==> src/rtl/bm_weight_collector.sv <==
// bm_weight_collector: show-ahead FIFO that gathers BM weight beats off the read-return bus.
// Optional macro BM_SEQ_CHECK_EN enables per-beat sequence-number checking.
package bm_weight_collector_pkg;
    localparam int unsigned BM_READ_WIDTH = 4;
    localparam int unsigned TOKEN_W       = 4;
    localparam int unsigned BM_SIZE_W     = 16;
    localparam logic [1:0]  TYPE_BM       = 2'd1;

    typedef logic signed [7:0]     s_weight_t;
    typedef logic [TOKEN_W-1:0]    token_t;
    typedef logic [BM_SIZE_W-1:0]  bm_size_t;

    typedef struct packed {
        logic [1:0]                     dtype;
        token_t                         token;
        logic [7:0]                     seq;
        logic [7:0]                     len;
        s_weight_t [BM_READ_WIDTH-1:0]  data;
    } ReturnData_t;
endpackage

module bm_weight_collector
    import bm_weight_collector_pkg::*;
#(
    parameter int unsigned DEPTH   = 8,
    parameter int unsigned OUT_MAX = DEPTH
) (
    input  logic                           clock,
    input  logic                           reset,
    input  logic                           pread_busValid,
    input  logic                           pread_isFeature,
    input  ReturnData_t                    data,
    input  token_t                         token,
    input  logic                           req_issue,
    input  logic                           clearReceivedBM,
    input  logic                           ren_fifo,
    output s_weight_t [BM_READ_WIDTH-1:0]  dataFifo,
    output logic                           empty_fifo,
    output logic                           can_request,
    output bm_size_t                       receivedBM,
    output logic [7:0]                     curSeq,
    output logic                           overflow_err,
    output logic                           seq_err
);
    localparam int unsigned CW = $clog2(DEPTH) + 1;
    localparam int unsigned PW = $clog2(DEPTH);
    localparam int unsigned OW = $clog2(OUT_MAX + 1);

    s_weight_t [BM_READ_WIDTH-1:0] r_mem [DEPTH];

    logic [CW-1:0] r_count;
    logic [PW-1:0] r_rd_ptr;
    logic [PW-1:0] r_wr_ptr;
    logic [OW-1:0] r_out;
    bm_size_t      r_rcv;
    logic [7:0]    r_seq;
    logic          r_empty;
    logic          r_ovf;

    logic          w_match;
    logic          w_seq_ok;
    logic          w_full;
    logic          w_accept;
    logic          w_pop;
    logic          w_overflow;
    logic          w_out_inc;
    logic          w_out_dec;
    logic [CW-1:0] w_count_nxt;
    logic [31:0]   w_sum;

    assign w_match = pread_busValid && !pread_isFeature &&
                     (data.dtype == TYPE_BM) && (data.token == token);

`ifdef BM_SEQ_CHECK_EN
    logic r_serr;
    assign w_seq_ok = (data.seq == r_seq);

    // Sticky flag for beats arriving out of order.
    always_ff @(posedge clock) begin
        if (reset || clearReceivedBM) begin
            r_serr <= 1'b0;
        end else if (w_match && !w_seq_ok) begin
            r_serr <= 1'b1;
        end
    end
    assign seq_err = r_serr;
`else
    logic w_unused_seq;
    assign w_unused_seq = ^data.seq;
    assign w_seq_ok     = 1'b1;
    assign seq_err      = 1'b0;
`endif

    // A full FIFO still takes a beat when the same cycle frees a slot.
    assign w_full     = (r_count == CW'(DEPTH));
    assign w_pop      = ren_fifo && !r_empty;
    assign w_accept   = w_match && w_seq_ok && (!w_full || ren_fifo);
    assign w_overflow = w_match && w_seq_ok && w_full && !ren_fifo;
    assign w_out_inc  = req_issue && !w_accept && (r_out != OW'(OUT_MAX));
    assign w_out_dec  = w_accept && !req_issue && (r_out != '0);

    always_comb begin
        w_count_nxt = r_count;
        if (w_accept && !w_pop) begin
            w_count_nxt = r_count + CW'(1);
        end else if (!w_accept && w_pop) begin
            w_count_nxt = r_count - CW'(1);
        end
    end

    always_ff @(posedge clock) begin
        if (reset || clearReceivedBM) begin
            r_count  <= '0;
            r_rd_ptr <= '0;
            r_wr_ptr <= '0;
            r_out    <= '0;
            r_rcv    <= '0;
            r_seq    <= '0;
            r_empty  <= 1'b1;
            r_ovf    <= 1'b0;
        end else begin
            r_count <= w_count_nxt;
            r_empty <= (w_count_nxt == '0);
            if (w_accept) begin
                r_wr_ptr <= r_wr_ptr + PW'(1);
                r_seq    <= r_seq + 8'd1;
                r_rcv    <= r_rcv + bm_size_t'(data.len);
            end
            if (w_pop) begin
                r_rd_ptr <= r_rd_ptr + PW'(1);
            end
            if (w_out_inc) begin
                r_out <= r_out + OW'(1);
            end else if (w_out_dec) begin
                r_out <= r_out - OW'(1);
            end
            if (w_overflow) begin
                r_ovf <= 1'b1;
            end
        end
    end

    // Storage is not reset; validity is tracked by the count and pointers.
    always_ff @(posedge clock) begin
        if (!reset && !clearReceivedBM && w_accept) begin
            r_mem[r_wr_ptr] <= data.data;
        end
    end

    assign w_sum        = 32'(r_count) + 32'(r_out);
    assign can_request  = (w_sum < DEPTH) && (32'(r_out) < OUT_MAX);
    assign dataFifo     = r_empty ? '0 : r_mem[r_rd_ptr];
    assign empty_fifo   = r_empty;
    assign receivedBM   = r_rcv;
    assign curSeq       = r_seq;
    assign overflow_err = r_ovf;
endmodule

==> config.mk <==
export PLATFORM = sky130hd
export DESIGN_NAME = bm_weight_collector
export DESIGN_NICKNAME = d
export VERILOG_FILES = /design/src/rtl/bm_weight_collector.sv
export SDC_FILE = /design/constraint.sdc
export NUM_CORES = 1
export LEC_CHECK = 0
export BUFFER_PORTS_ARGS = -buffer_cell sky130_fd_sc_hd__buf_4
export CELL_PAD_IN_SITES_DETAIL_PLACEMENT = 0
export CELL_PAD_IN_SITES_GLOBAL_PLACEMENT = 2
export CORE_AREA = 4 4 207 209
export CTS_BUF_LIST = sky130_fd_sc_hd__clkbuf_4 sky130_fd_sc_hd__clkbuf_8
export DETAILED_ROUTE_END_ITERATION = 16
export DIE_AREA = 0 0 211 213
export PLACE_DENSITY = 0.68
export SYNTH_ARGS = -nofsm -noshare
export SYNTH_HDL_FRONTEND = slang
export SYNTH_SLANG_ARGS = --single-unit
==> constraint.sdc <==
create_clock -name clock -period 16.3 [get_ports clock]
set_clock_uncertainty 0.15 [all_clocks]
set_input_delay 4.89 -clock clock [delete_from_list [all_inputs] [get_ports clock]]
set_output_delay 4.89 -clock clock [all_outputs]
set_load 0.02 [all_outputs]
======== Yosys cells after proc, flatten, opt, wreduce, memory -nomap -nowiden ========
Memories as Yosys holds them, arrays and structs flattened. A register that Yosys moved wholly into a read port is not among the register bits.
Cells that the tools add are included.
W data, S select, Z words.
cells by class
  muxes and demuxes ....................... 9
  $add $sub $neg .......................... 9
  reduce and logical (&&, ||, !) cells .... 30
  magnitude comparators ................... 2
  eq/ne operators ......................... 4
operator list
  cell                   number
  $mux W32               1
  $add A16 B8 Y16        1
  $logic_and A1 B1 Y1    16
  $mux W4                4
  $logic_not A1 Y1       9
  $add A4 B1 Y4 const B  2
  $add A8 B1 Y8 const B  1
  $sub A4 B1 Y4 const B  2
  $add A3 B1 Y3 const B  2
  $mux W3                2
  $add A4 B4 Y5          1
  $lt A5 B4 Y1 const B   1
  $eq A4 B4 Y1           1
  $eq A4 B4 Y1 const B   1
  $logic_not A4 Y1       1
  $lt A4 B4 Y1 const B   1
  $ne A4 B4 Y1 const B   1
  $reduce_bool A4 Y1     1
  $eq A2 B1 Y1 const B   1
  $logic_or A1 B1 Y1     2
  $mux W1                2
  $reduce_bool A2 Y1     1
storage, ports and cells
  bits in registers ....................... 40
  bits in writable memories ............... 256
  output and inout port bits .............. 60
  word-level logic and storage cells ...... 63
  memories ................................ 1
memories
  name   depth  bits a word  rd ports  clocked after Yosys merged registers in  write ports  RTL line  text
  r_mem  8      32           1         1                                        1            49        s_weight_t [BM_READ_WIDTH-1:0] r_mem [DEPTH];

======== Logic depth before layout (Yosys ltp) ========
Gate-level depths: netlist of the first run.
  depth in word-level cells ............... 10
  gate-level depth with buffers ........... 15
  gate-level depth less buffers ........... 12

======== Worst setup path before layout of the first run ========
Ideal clock, no wire load.
  path kind ............................... input to register
  from .................................... input data[53] (netlist bit)
  to ...................................... memory r_mem[6][0] (netlist bit) (enable)
  arrival ................................. 8.383 ns
  slack ................................... 7.299 ns
  library setup time ...................... 0.468 ns
  data required time ...................... 15.682 ns
  stages on the path ...................... 6
  cell sequence ........................... and4bb_2 > nand3b_4 > nor2_2 > buf_2 > nand3_1 > nor3b_1
on the way
  longest elaborated chain between the ends .. 7
ends and longest elaborated chain
  element                        RTL line  text
  start, declared                32        input ReturnData_t data,
  $eq A2 B1 Y1                   72        (data.dtype == TYPE_BM) && (data.token == token);
  $logic_and A1 B1 Y1            71        assign w_match = pread_busValid && !pread_isFeature &&
  $logic_and A1 B1 Y1            72
  $logic_and A1 B1 Y1            97        assign w_accept = w_match && w_seq_ok && (!w_full || ren_fifo);
  $logic_and A1 B1 Y1            145       if (!reset && !clearReceivedBM && w_accept) begin
  $mux W1                        145
  $mux W1 (not written as such)  146       r_mem[r_wr_ptr] <= data.data;
  end, declared                  49
No other way between the ends.

==> results of run 1 <==
[through the flow]
step	power, uW	std cells	util	area, um^2	setup WS, ns
after CTS	1571	1408	0.3603	14710	7.944
final	1539	1409	0.3604	14710	8.122
after global routing	1607	1408	0.3603	14710	7.809
after detailed placement	880.5	1317	0.3352	13690	8.457
after global placement	879.4	1317	0.3352	13690	8.419
after floorplan	859.2	691	-	12160	7.299
[worst min-delay path: stages (launching register included)]
cell and delay, ns:
dfxtp_1 0.32, nand2_1 0.06, a21oi_1 0.05
[final cells by class]
| type | count | share of cell area |
|---|---|---|
| Sequential cell | 299 | 0.5816 |
| Multi-Input combinational cell | 351 | 0.2363 |
| Timing Repair Buffer | 128 | 0.06531 |
| Clock buffer | 63 | 0.05298 |
| Tap cell | 532 | 0.04524 |
| Clock inverter | 28 | 0.01658 |
| Inverter | 7 | 0.001786 |
| Antenna cell | 1 | 0.0001701 |
[synthesized netlist by cell type (all sizes together) (5+ instances only)]
cell type	count
nand3	9
a211oi	5
nand4	8
or3	7
mux4	64
ha	19
buf	15
edfxtp	256
mux2i	37
xor2	12
nor2	63
o21ai	8
nand2	33
nor3	5
xnor2	15
inv	7
dfxtp	43
a21oi	20
clkbuf	19
[path summary, 6_finish.rpt]
path / from / end / slack, ns
setup / recovery: flop / dataFifo[31] / 8.12
hold / removal: receivedBM[6]$_SDFFE_PP0P_ / receivedBM[6]$_SDFFE_PP0P_ / 0.33
setup reg to reg: r_count[0]$_SDFF_PP0_ / r_out[3]$_SDFFE_PP0P_ / 12.89
hold reg to reg: receivedBM[6]$_SDFFE_PP0P_ / receivedBM[6]$_SDFFE_PP0P_ / 0.33
[kinds of logic after synthesis]
group           count (synthesis)
buf+inv                        41
flops                         299
fa+ha+maj                      22
simple gates                  148
compound gates                 51
xor+xnor                       27
mux                           102
other cells                     1
[report_power, final]
group,internal [uW],switching [uW],total (uW)
combinational,15.0,18.4,33.4
clock,380,295,676
sequential,829,0.973,830
total,1220,315,1540
[layer usage]
metal / up-vias / wire length [um]
li1: 3008 / -
met2: 166 / 12830
met3: 47 / 1733
met1: 3228 / 11370
met5: - / 32
met4: 4 / 461
[flip-flops by register name, summed over array words and instances, names as in the netlist, named ones only]
signal	count
empty_fifo	1
r_rd_ptr	3
r_count	4
receivedBM	16
r_out	4
overflow_err	1
r_mem	256
curSeq	8
r_wr_ptr	3
[cells in the final DEF, fill, tap and decap left out, types with 3 or more instances in the layout]
| cell type | n |
|---|---|
| and2_1 | 4 |
| ha_1 | 19 |
| mux4_2 | 64 |
| edfxtp_1 | 256 |
| nand2_1 | 33 |
| clkbuf_8 | 49 |
| clkinv_2 | 8 |
| dfxtp_1 | 39 |
| bufinv_16 | 4 |
| nand3_1 | 9 |
| xor2_1 | 12 |
| a211oi_1 | 5 |
| a21o_1 | 4 |
| nor4_1 | 3 |
| o21ai_0 | 8 |
| mux2i_1 | 37 |
| xnor2_1 | 14 |
| nor3_2 | 3 |
| nor2_1 | 60 |
| clkinv_1 | 13 |
| a21oi_1 | 20 |
| nand4_1 | 8 |
| buf_4 | 128 |
| or3_1 | 6 |
| inv_1 | 7 |
| clkbuf_4 | 14 |
==> results.py, run 1 <==
metrics = {
    "worst_setup_path": {
        "cp.depth": 5,
        "cp-end-kind": "output pin",
        "cp_max_fo": 44,
        "crit_required_ns": 11.26,
        "slowest_stage": "buf_4",
        "ff2ff_path_depth": 13,
        "cp_cell_sequence": "buf_4 > mux4_2 > mux2i_1 > nor2_1 > buf_4",
        "start_kind": "flop",
        "slowest_delay_ns": 0.80,
        "cp.arrival_ns": 3.14,
        "timing_worst_setup_path_type": "reg -> out",
        "critPathBufInv": 2,
        "cp_top_family": "buffers and inverters",
        "crit_path_frequent_cell": "buf_4",
    },
    "logic_synthesis": {
        "synth_compound_area_frac": 0.02695,
        "synthMuxAreaShare": 0.1499,
        "synth_seq_cells": 299,
        "yosysTopAreaCell": "edfxtp_1",
        "synth_edf_count": 256,
        "postSynth.asyncResetShare": 0,
        "synth_top_family_by_area": "multiplexers",
        "yosysSeqAreaShare": 0.7029,
        "synthAdderAreaFrac": 0.02366,
        "synthFlopType": "edfxtp_1",
        "synth_area_um2": 12160,
        "yosys.area_share.xor_xnor": 0.02006,
        "synth_simple_gate_area_share": 0.06111,
        "yosysWarnings": 0,
        "ys_types": 57,
        "synthCells": 691,
        "synth_area_leaders": "edfxtp_1, mux4_2, dfxtp_1, mux2i_1, ha_1",
        "yosysTopAreaCellShare": 0.6321,
        "syn-mean-instance-area_um2": 17.60,
        "syn_nets": 777,
    },
    "die": {
        "die_y_um": 213,
        "dieArea_um2": 44940,
        "io_pins": 125,
        "chipWidth_um": 211,
        "core_area_um2": 40830,
        "initial_core_util": 0.2978,
        "rows": 74,
    },
    "clock_network": {
        "cts_tree": "yes",
        "cts-resized-gates": 0,
        "numClockSinks": 299,
        "hold_buffers": 0,
        "post_cts_buffers": 0,
        "cts_root_buffer": "clkbuf_8",
        "clk_latency_ns": 0.58,
        "clock_path_buffers": 3,
        "cts_max_level": 2,
        "cts-buffers-inserted": 49,
        "clkTransAtPathRegs_ns": 0.06,
    },
    "finish": {
        "drive_above_1_share": 0.3345,
        "multi_input_area_um2": 3477,
        "nFillCells": 3826,
        "final-seq-area_um2": 8558,
        "nets": 922,
        "syn2layout_area_growth_pct": 20.99,
    },
    "worst_hold_path": {
        "hold_depth": 2,
        "hp-class": "reg -> reg",
    },
    "global_routing": {
        "grt-busiest-layer": "met2",
        "grt_antenna_before_repair": 3,
        "grt_pass1_vias": 7055,
        "grt_max_degree": 65,
        "grt_pass1_wl_mm": 40.60,
        "grt_util_met2": 0.1951,
        "grt_usage": 0.1173,
        "grt-ovfl-total": 0,
        "use_met1": 0.1499,
        "grt_use_met3": 0.03614,
    },
    "power": {
        "p_leak_uw": 0.004855,
        "powerDensity_nw_per_um2": 104.6,
        "ir_drop_mv": 0.05263,
    },
    "sta": {
        "finalCriticalPeriod_ns": 8.178,
        "fmax_ghz": 0.1223,
        "holdWs_ns": 0.3281,
        "setup_violations": 0,
        "final-max-slew-violation-count": 0,
        "rsz0062_at_grt": "no",
        "hold_viol_final": 0,
        "worst_slew_pin_slew_ns": 1.001,
        "fin_crit_sh": 0.5017,
        "fin_tns_setup_ns": 0,
        "relSlewSlack": 0.3325,
    },
    "placed_design": {
        "gp_congestion": 0.7125,
        "hpwl_mm": 14.35,
        "portBuffers": 115,
    },
    "run": {
        "cap_violations": 0,
    },
    "route": {
        "firstDrtPassIters": 4,
        "wl_mm": 26.42,
        "routedWlPerCell_um": 18.75,
        "post_drt_via_cell_ratio": 4.580,
        "antenna_left": 0,
        "num_vias": 6453,
        "drt-initial-drc-count": 316,
        "drc_errors": 0,
    },
    "status": {
        "outcome": "finished, final reports clean",
    },
}
No activity file was read; power rests on OpenSTA's default activity.
==> run 2, diff against run 1 <==
Settings changed: PLACE_DENSITY 0.68 to 0.71.
Clock period 16.3 ns to 6.9 ns, I/O delays scaled along.
==> run 2 against run 1 <==
  * Final cell count rose by 0.43%
  * Register-to-register slack got worse by 9.4 ns
  * Sequential share of layout area fell by 0.49 points
  * Clock power rose by 150%
  * Sequential power rose by 140%
  * Die area did not move
  * Sequential cell count did not move
  * Critical path depth did not move
  * Largest power group unchanged
==> results.py, run 2 (synthesis gave the netlist of run 1 again) <==
metrics = {
    "run": {
        "cap_violations": 0,
    },
    "sta": {
        "fin_crit_sh": 0.7457,
        "fmax_ghz": 0.1944,
        "holdWs_ns": 0.3172,
        "fin_tns_setup_ns": 0,
        "worst_slew_pin_slew_ns": 1.008,
        "hold_viol_final": 0,
        "final-max-slew-violation-count": 0,
        "finalCriticalPeriod_ns": 5.145,
        "relSlewSlack": 0.3277,
        "rsz0062_at_grt": "no",
        "setup_violations": 0,
    },
    "route": {
        "num_vias": 6527,
        "firstDrtPassIters": 4,
        "drc_errors": 0,
        "antenna_left": 0,
        "drt-initial-drc-count": 220,
        "wl_mm": 26.92,
        "routedWlPerCell_um": 19.03,
        "post_drt_via_cell_ratio": 4.613,
    },
    "die": {
        "io_pins": 125,
        "chipWidth_um": 211,
        "dieArea_um2": 44940,
        "core_area_um2": 40830,
        "die_y_um": 213,
        "initial_core_util": 0.2978,
        "rows": 74,
    },
    "clock_network": {
        "cts_tree": "yes",
        "cts-resized-gates": 0,
        "numClockSinks": 299,
        "clock_path_buffers": 3,
        "cts-buffers-inserted": 51,
        "hold_buffers": 0,
        "cts_root_buffer": "clkbuf_8",
        "clk_latency_ns": 0.60,
        "cts_max_level": 2,
        "post_cts_buffers": 0,
        "clkTransAtPathRegs_ns": 0.06,
    },
    "global_routing": {
        "grt-ovfl-total": 0,
        "grt_pass1_vias": 6988,
        "grt_max_degree": 65,
        "grt_antenna_before_repair": 0,
        "grt_usage": 0.1206,
        "grt_pass1_wl_mm": 41.34,
    },
    "worst_setup_path": {
        "timing_worst_setup_path_type": "reg -> out",
        "start_kind": "flop",
        "r2r_start": "r_count[0]$_SDFF_PP0_",
        "cp_cell_sequence": "buf_4 > mux4_2 > mux2i_1 > nor2_1 > buf_4",
        "r2r_end": "r_out[3]$_SDFFE_PP0P_",
        "slowest_stage": "dfxtp_4",
        "crit_required_ns": 4.68,
        "cp.arrival_ns": 2.93,
        "slowest_delay_ns": 0.72,
        "crit_path_frequent_cell": "buf_4",
        "ff2ff_path_depth": 13,
        "cp-end-kind": "output pin",
        "cp_max_fo": 27,
        "reg2reg_setup_slack_ns": 3.45,
    },
    "placed_design": {
        "gp_congestion": 0.6969,
        "hpwl_mm": 15.77,
        "portBuffers": 115,
    },
    "finish": {
        "nets": 929,
        "syn2layout_area_growth_pct": 22.02,
        "regMostFlops": "r_mem",
        "layout_commonest_cell": "edfxtp_1",
        "n_antenna_cell": 0,
        "layout_common_cells": "edfxtp_1, buf_4, mux4_2, nor2_1, clkbuf_8",
        "drive_above_1_share": 0.3443,
        "largest_reg_flops": 256,
    },
    "worst_hold_path": {
        "min_to": "overflow_err$_SDFFE_PP0P_",
        "hp-start": "overflow_err$_SDFFE_PP0P_",
        "hp-class": "reg -> reg",
        "hold_depth": 2,
    },
    "power": {
        "clkPwrFrac": 0.451,
        "p_int_uw": 2979,
        "pwr-share-comb": 0.021,
        "p_leak_uw": 0.004926,
        "powerDensity_nw_per_um2": 250.5,
        "ir_drop_mv": 0.1260,
        "seq_power_share": 0.528,
        "swShare": 0.1988,
        "p_switching_uw": 739.0,
    },
    "status": {
        "outcome": "finished, final reports clean",
    },
}
==> run 2: cell count changes in the layout (fill, tap and decap cells not counted), sizes merged <==
cell / before / now
clkbuf: 63 / 75
clkinv: 21 / 12
buf: 128 / 133
clkinvlp: 1 / 0
diode: 1 / 0
==> run 2: layout make-up <==
type                    instances  area (um^2)
multi-input cells             351         3477
well taps                     532        665.6
clock inverters                18        193.9
repair buffers                133         1023
fillers                      3853        25990
inverters                       7        26.28
flip-flops and latches        299         8558
clock buffers                  75        894.6
==> run 2: worst max-delay path: cells and delay by family, from the launching register on <==
family / cells / cell delay (ns)
buf+inv: 2 / 0.73
mux: 2 / 0.77
flops: 1 / 0.72
simple gates: 1 / 0.06
==> run 2: power by group through the flow <==
| stage | clock (uW) | sequential (uW) | combinational (uW) |
|---|---|---|---|
| after floorplan | 0 | 2000 | 29.0 |
| after global placement | 0 | 2000 | 78.0 |
| after detailed placement | 0 | 2000 | 80.3 |
| after CTS | 1740 | 1960 | 80.8 |
| after global routing | 1840 | 1960 | 88.2 |
| final | 1680 | 1960 | 79.0 |
==> run 2: metal layers <==
metal	share of wire	up-vias	GRT usage
met1	0.42	3297	0.1516
met3	0.063	48	0.03761
met5	0	-	0
li1	-	3022	-
met4	0.019	0	0.03666
met2	0.50	160	0.2013
==> run 2: worst max path at each step <==
stage	start	slack [ns]	cells past startpoint	end
5_1_grt	flop	1.42	5	dataFifo[10]
3_5_place_dp	ren_fifo	1.87	12	r_out[3]$_SDFFE_PP0P_
3_3_place_gp	token[1]	1.85	7	r_mem[3][30]$_DFFE_PP_
2_1_floorplan	data[53]	0.72	6	r_mem[6][0]$_DFFE_PP_
4_1_cts	flop	1.53	5	dataFifo[10]
6_report	flop	1.75	5	dataFifo[10]
==> run 2: through the flow <==
stage,utilization,total power [uW],instances,setup slack (ns),cell area (um^2)
after CTS,0.3634,3787,1415,1.533,14840
after global routing,0.3634,3888,1415,1.423,14840
after detailed placement,0.3368,2081,1322,1.869,13750
after floorplan,-,2030,691,0.7191,12160
final,0.3634,3718,1415,1.755,14840
after global placement,0.3368,2078,1322,1.855,13750
==> run 3, diff against run 2 <==
Settings changed: PLACE_DENSITY 0.71 to 0.68.
Clock period 6.9 ns to 5 ns, I/O delays scaled along.
==> run 3 against run 2 <==
  * Power up 30%
  * Register-to-register slack worse by 1.6 ns
  * Combinational power grew 41%
  * Clock power rose by 21%
  * Global-route usage down 0.31 points
  * Via count decreased by 0.98%
  * Critical path type unchanged
  * Largest cell class unchanged
==> results.py, run 3 (synthesis gave the netlist of run 1 again) <==
metrics = {
    "worst_setup_path": {
        "crit_required_ns": 3.35,
        "cp_max_fo": 28,
        "slowest_delay_ns": 0.65,
        "cp.arrival_ns": 2.64,
        "cp-end-kind": "output pin",
        "slowest_stage": "dfxtp_4",
        "cp_cell_sequence": "buf_12 > mux4_2 > mux2i_1 > nor2_1 > buf_4",
        "timing_worst_setup_path_type": "reg -> out",
        "start_kind": "flop",
        "cp_top_family": "multiplexers",
        "critPathBufInv": 2,
    },
    "global_routing": {
        "grt_max_degree": 57,
        "grt-ovfl-total": 0,
        "grt_usage": 0.1175,
        "grt_pass1_vias": 7015,
        "grt_pass1_wl_mm": 40.93,
        "grt_antenna_before_repair": 2,
    },
    "sta": {
        "worst_slew_pin_slew_ns": 0.9418,
        "setup_violations": 0,
        "fin_crit_sh": 0.8571,
        "final-max-slew-violation-count": 0,
        "finalCriticalPeriod_ns": 4.286,
        "rsz0062_at_grt": "no",
        "hold_viol_final": 0,
        "fmax_ghz": 0.2333,
        "relSlewSlack": 0.3721,
        "fin_tns_setup_ns": 0,
    },
    "finish": {
        "regMostFlops": "r_mem",
        "layout_commonest_cell": "edfxtp_1",
        "post-route-util": 0.3616,
        "largest_reg_flops": 256,
        "nets": 934,
        "n_antenna_cell": 0,
        "layout_common_cells": "edfxtp_1, buf_4, mux4_2, nor2_1, clkbuf_8",
        "drive_above_1_share": 0.3416,
        "instances_no_fill": 1416,
        "syn2layout_area_growth_pct": 21.39,
    },
    "die": {
        "die_y_um": 213,
        "core_area_um2": 40830,
        "rows": 74,
        "dieArea_um2": 44940,
        "chipWidth_um": 211,
        "initial_core_util": 0.2978,
        "io_pins": 125,
    },
    "clock_network": {
        "cts_root_buffer": "clkbuf_8",
        "cts-buffers-inserted": 51,
        "post_cts_buffers": 0,
        "hold_buffers": 0,
        "clk_latency_ns": 0.58,
        "clkTransAtPathRegs_ns": 0.06,
        "clock_path_buffers": 3,
        "cts-resized-gates": 0,
        "numClockSinks": 299,
        "cts_tree": "yes",
        "cts_max_level": 2,
    },
    "power": {
        "p_total_uw": 4849,
        "ir_drop_mv": 0.1406,
        "powerDensity_nw_per_um2": 328.5,
        "p_leak_uw": 0.004873,
    },
    "placed_design": {
        "placed_cells": 1327,
        "hpwl_mm": 16.16,
        "portBuffers": 115,
        "gp_congestion": 0.6889,
    },
    "worst_hold_path": {
        "hp-class": "reg -> reg",
    },
    "route": {
        "drc_errors": 0,
        "num_vias": 6463,
        "routedWlPerCell_um": 18.77,
        "drt-initial-drc-count": 360,
        "antenna_left": 0,
        "wl_mm": 26.58,
        "firstDrtPassIters": 4,
        "post_drt_via_cell_ratio": 4.564,
    },
    "run": {
        "cap_violations": 0,
    },
    "status": {
        "outcome": "finished, final reports clean",
    },
}
[run 3: cell count changes in the layout (fill, tap and decap cells not counted), moves of 2 or more]
cell / before / now
nor3b_4: 2 / 4
clkinv_1: 9 / 12
nor3b_2: 2 / 0
nor3_4: 0 / 2
nor3_2: 3 / 1
buf_4: 131 / 135
clkinv_2: 3 / 9
bufinv_16: 4 / 0
clkbuf_4: 22 / 13
[run 3: per-stage QoR]
stage / setup WS, ns / area (um^2) / hold slack [ns]
2_1_floorplan: 0.3948 / 12180 / 0.3041
3_3_place_gp: 0.9678 / 13830 / 0.3080
3_5_place_dp: 0.9705 / 13830 / 0.3187
4_1_cts: 0.5820 / 14760 / 0.3302
5_1_grt: 0.4374 / 14760 / 0.3681
6_report: 0.7145 / 14760 / 0.3273
[run 3: final timing paths]
| path | startpoint | end | slack (ns) | depth (start not counted) |
|---|---|---|---|---|
| worst max-delay path | flop | dataFifo[16] | 0.71 | 5 |
| worst min-delay path | receivedBM[4]$_SDFFE_PP0P_ | receivedBM[4]$_SDFFE_PP0P_ | 0.33 | 2 |
| worst max register to register | r_count[0]$_SDFF_PP0_ | r_mem[1][13]$_DFFE_PP_ | 1.84 | 8 |
| worst min register to register | receivedBM[4]$_SDFFE_PP0P_ | receivedBM[4]$_SDFFE_PP0P_ | 0.33 | 2 |
[run 3: final cells by class]
| class | instances | area [um^2] |
|---|---|---|
| inverters | 7 | 26.28 |
| flip-flops and latches | 299 | 8558 |
| well taps | 532 | 665.6 |
| repair buffers | 138 | 1074 |
| clock buffers | 66 | 827.0 |
| multi-input cells | 351 | 3502 |
| clock inverters | 23 | 110.1 |
| fillers | 3840 | 26070 |
[run 3: metal layers]
layer / global-route usage / vias to the layer above / part of all wire
met5: 0 / - / 0.0010
met4: 0.03152 / 4 / 0.019
met3: 0.02909 / 52 / 0.049
met2: 0.1977 / 138 / 0.49
met1: 0.1529 / 3240 / 0.44
li1: - / 3029 / -
[run 3: worst register-to-register path, stage by stage (launching register included)]
cell and delay [ns]:
dfxtp_1 0.44, inv_1 0.14, ha_1 0.23, nor4bb_2 0.18
nand3b_4 0.20, or2_1 0.29, or3_4 0.45, nor3b_4 0.18
buf_4 0.49
[run 3: report_power, final]
| group | switching (uW) | internal (uW) |
|---|---|---|
| Sequential | 4.18 | 2700 |
| Clock | 951 | 1080 |
| Combinational | 60.7 | 50.7 |
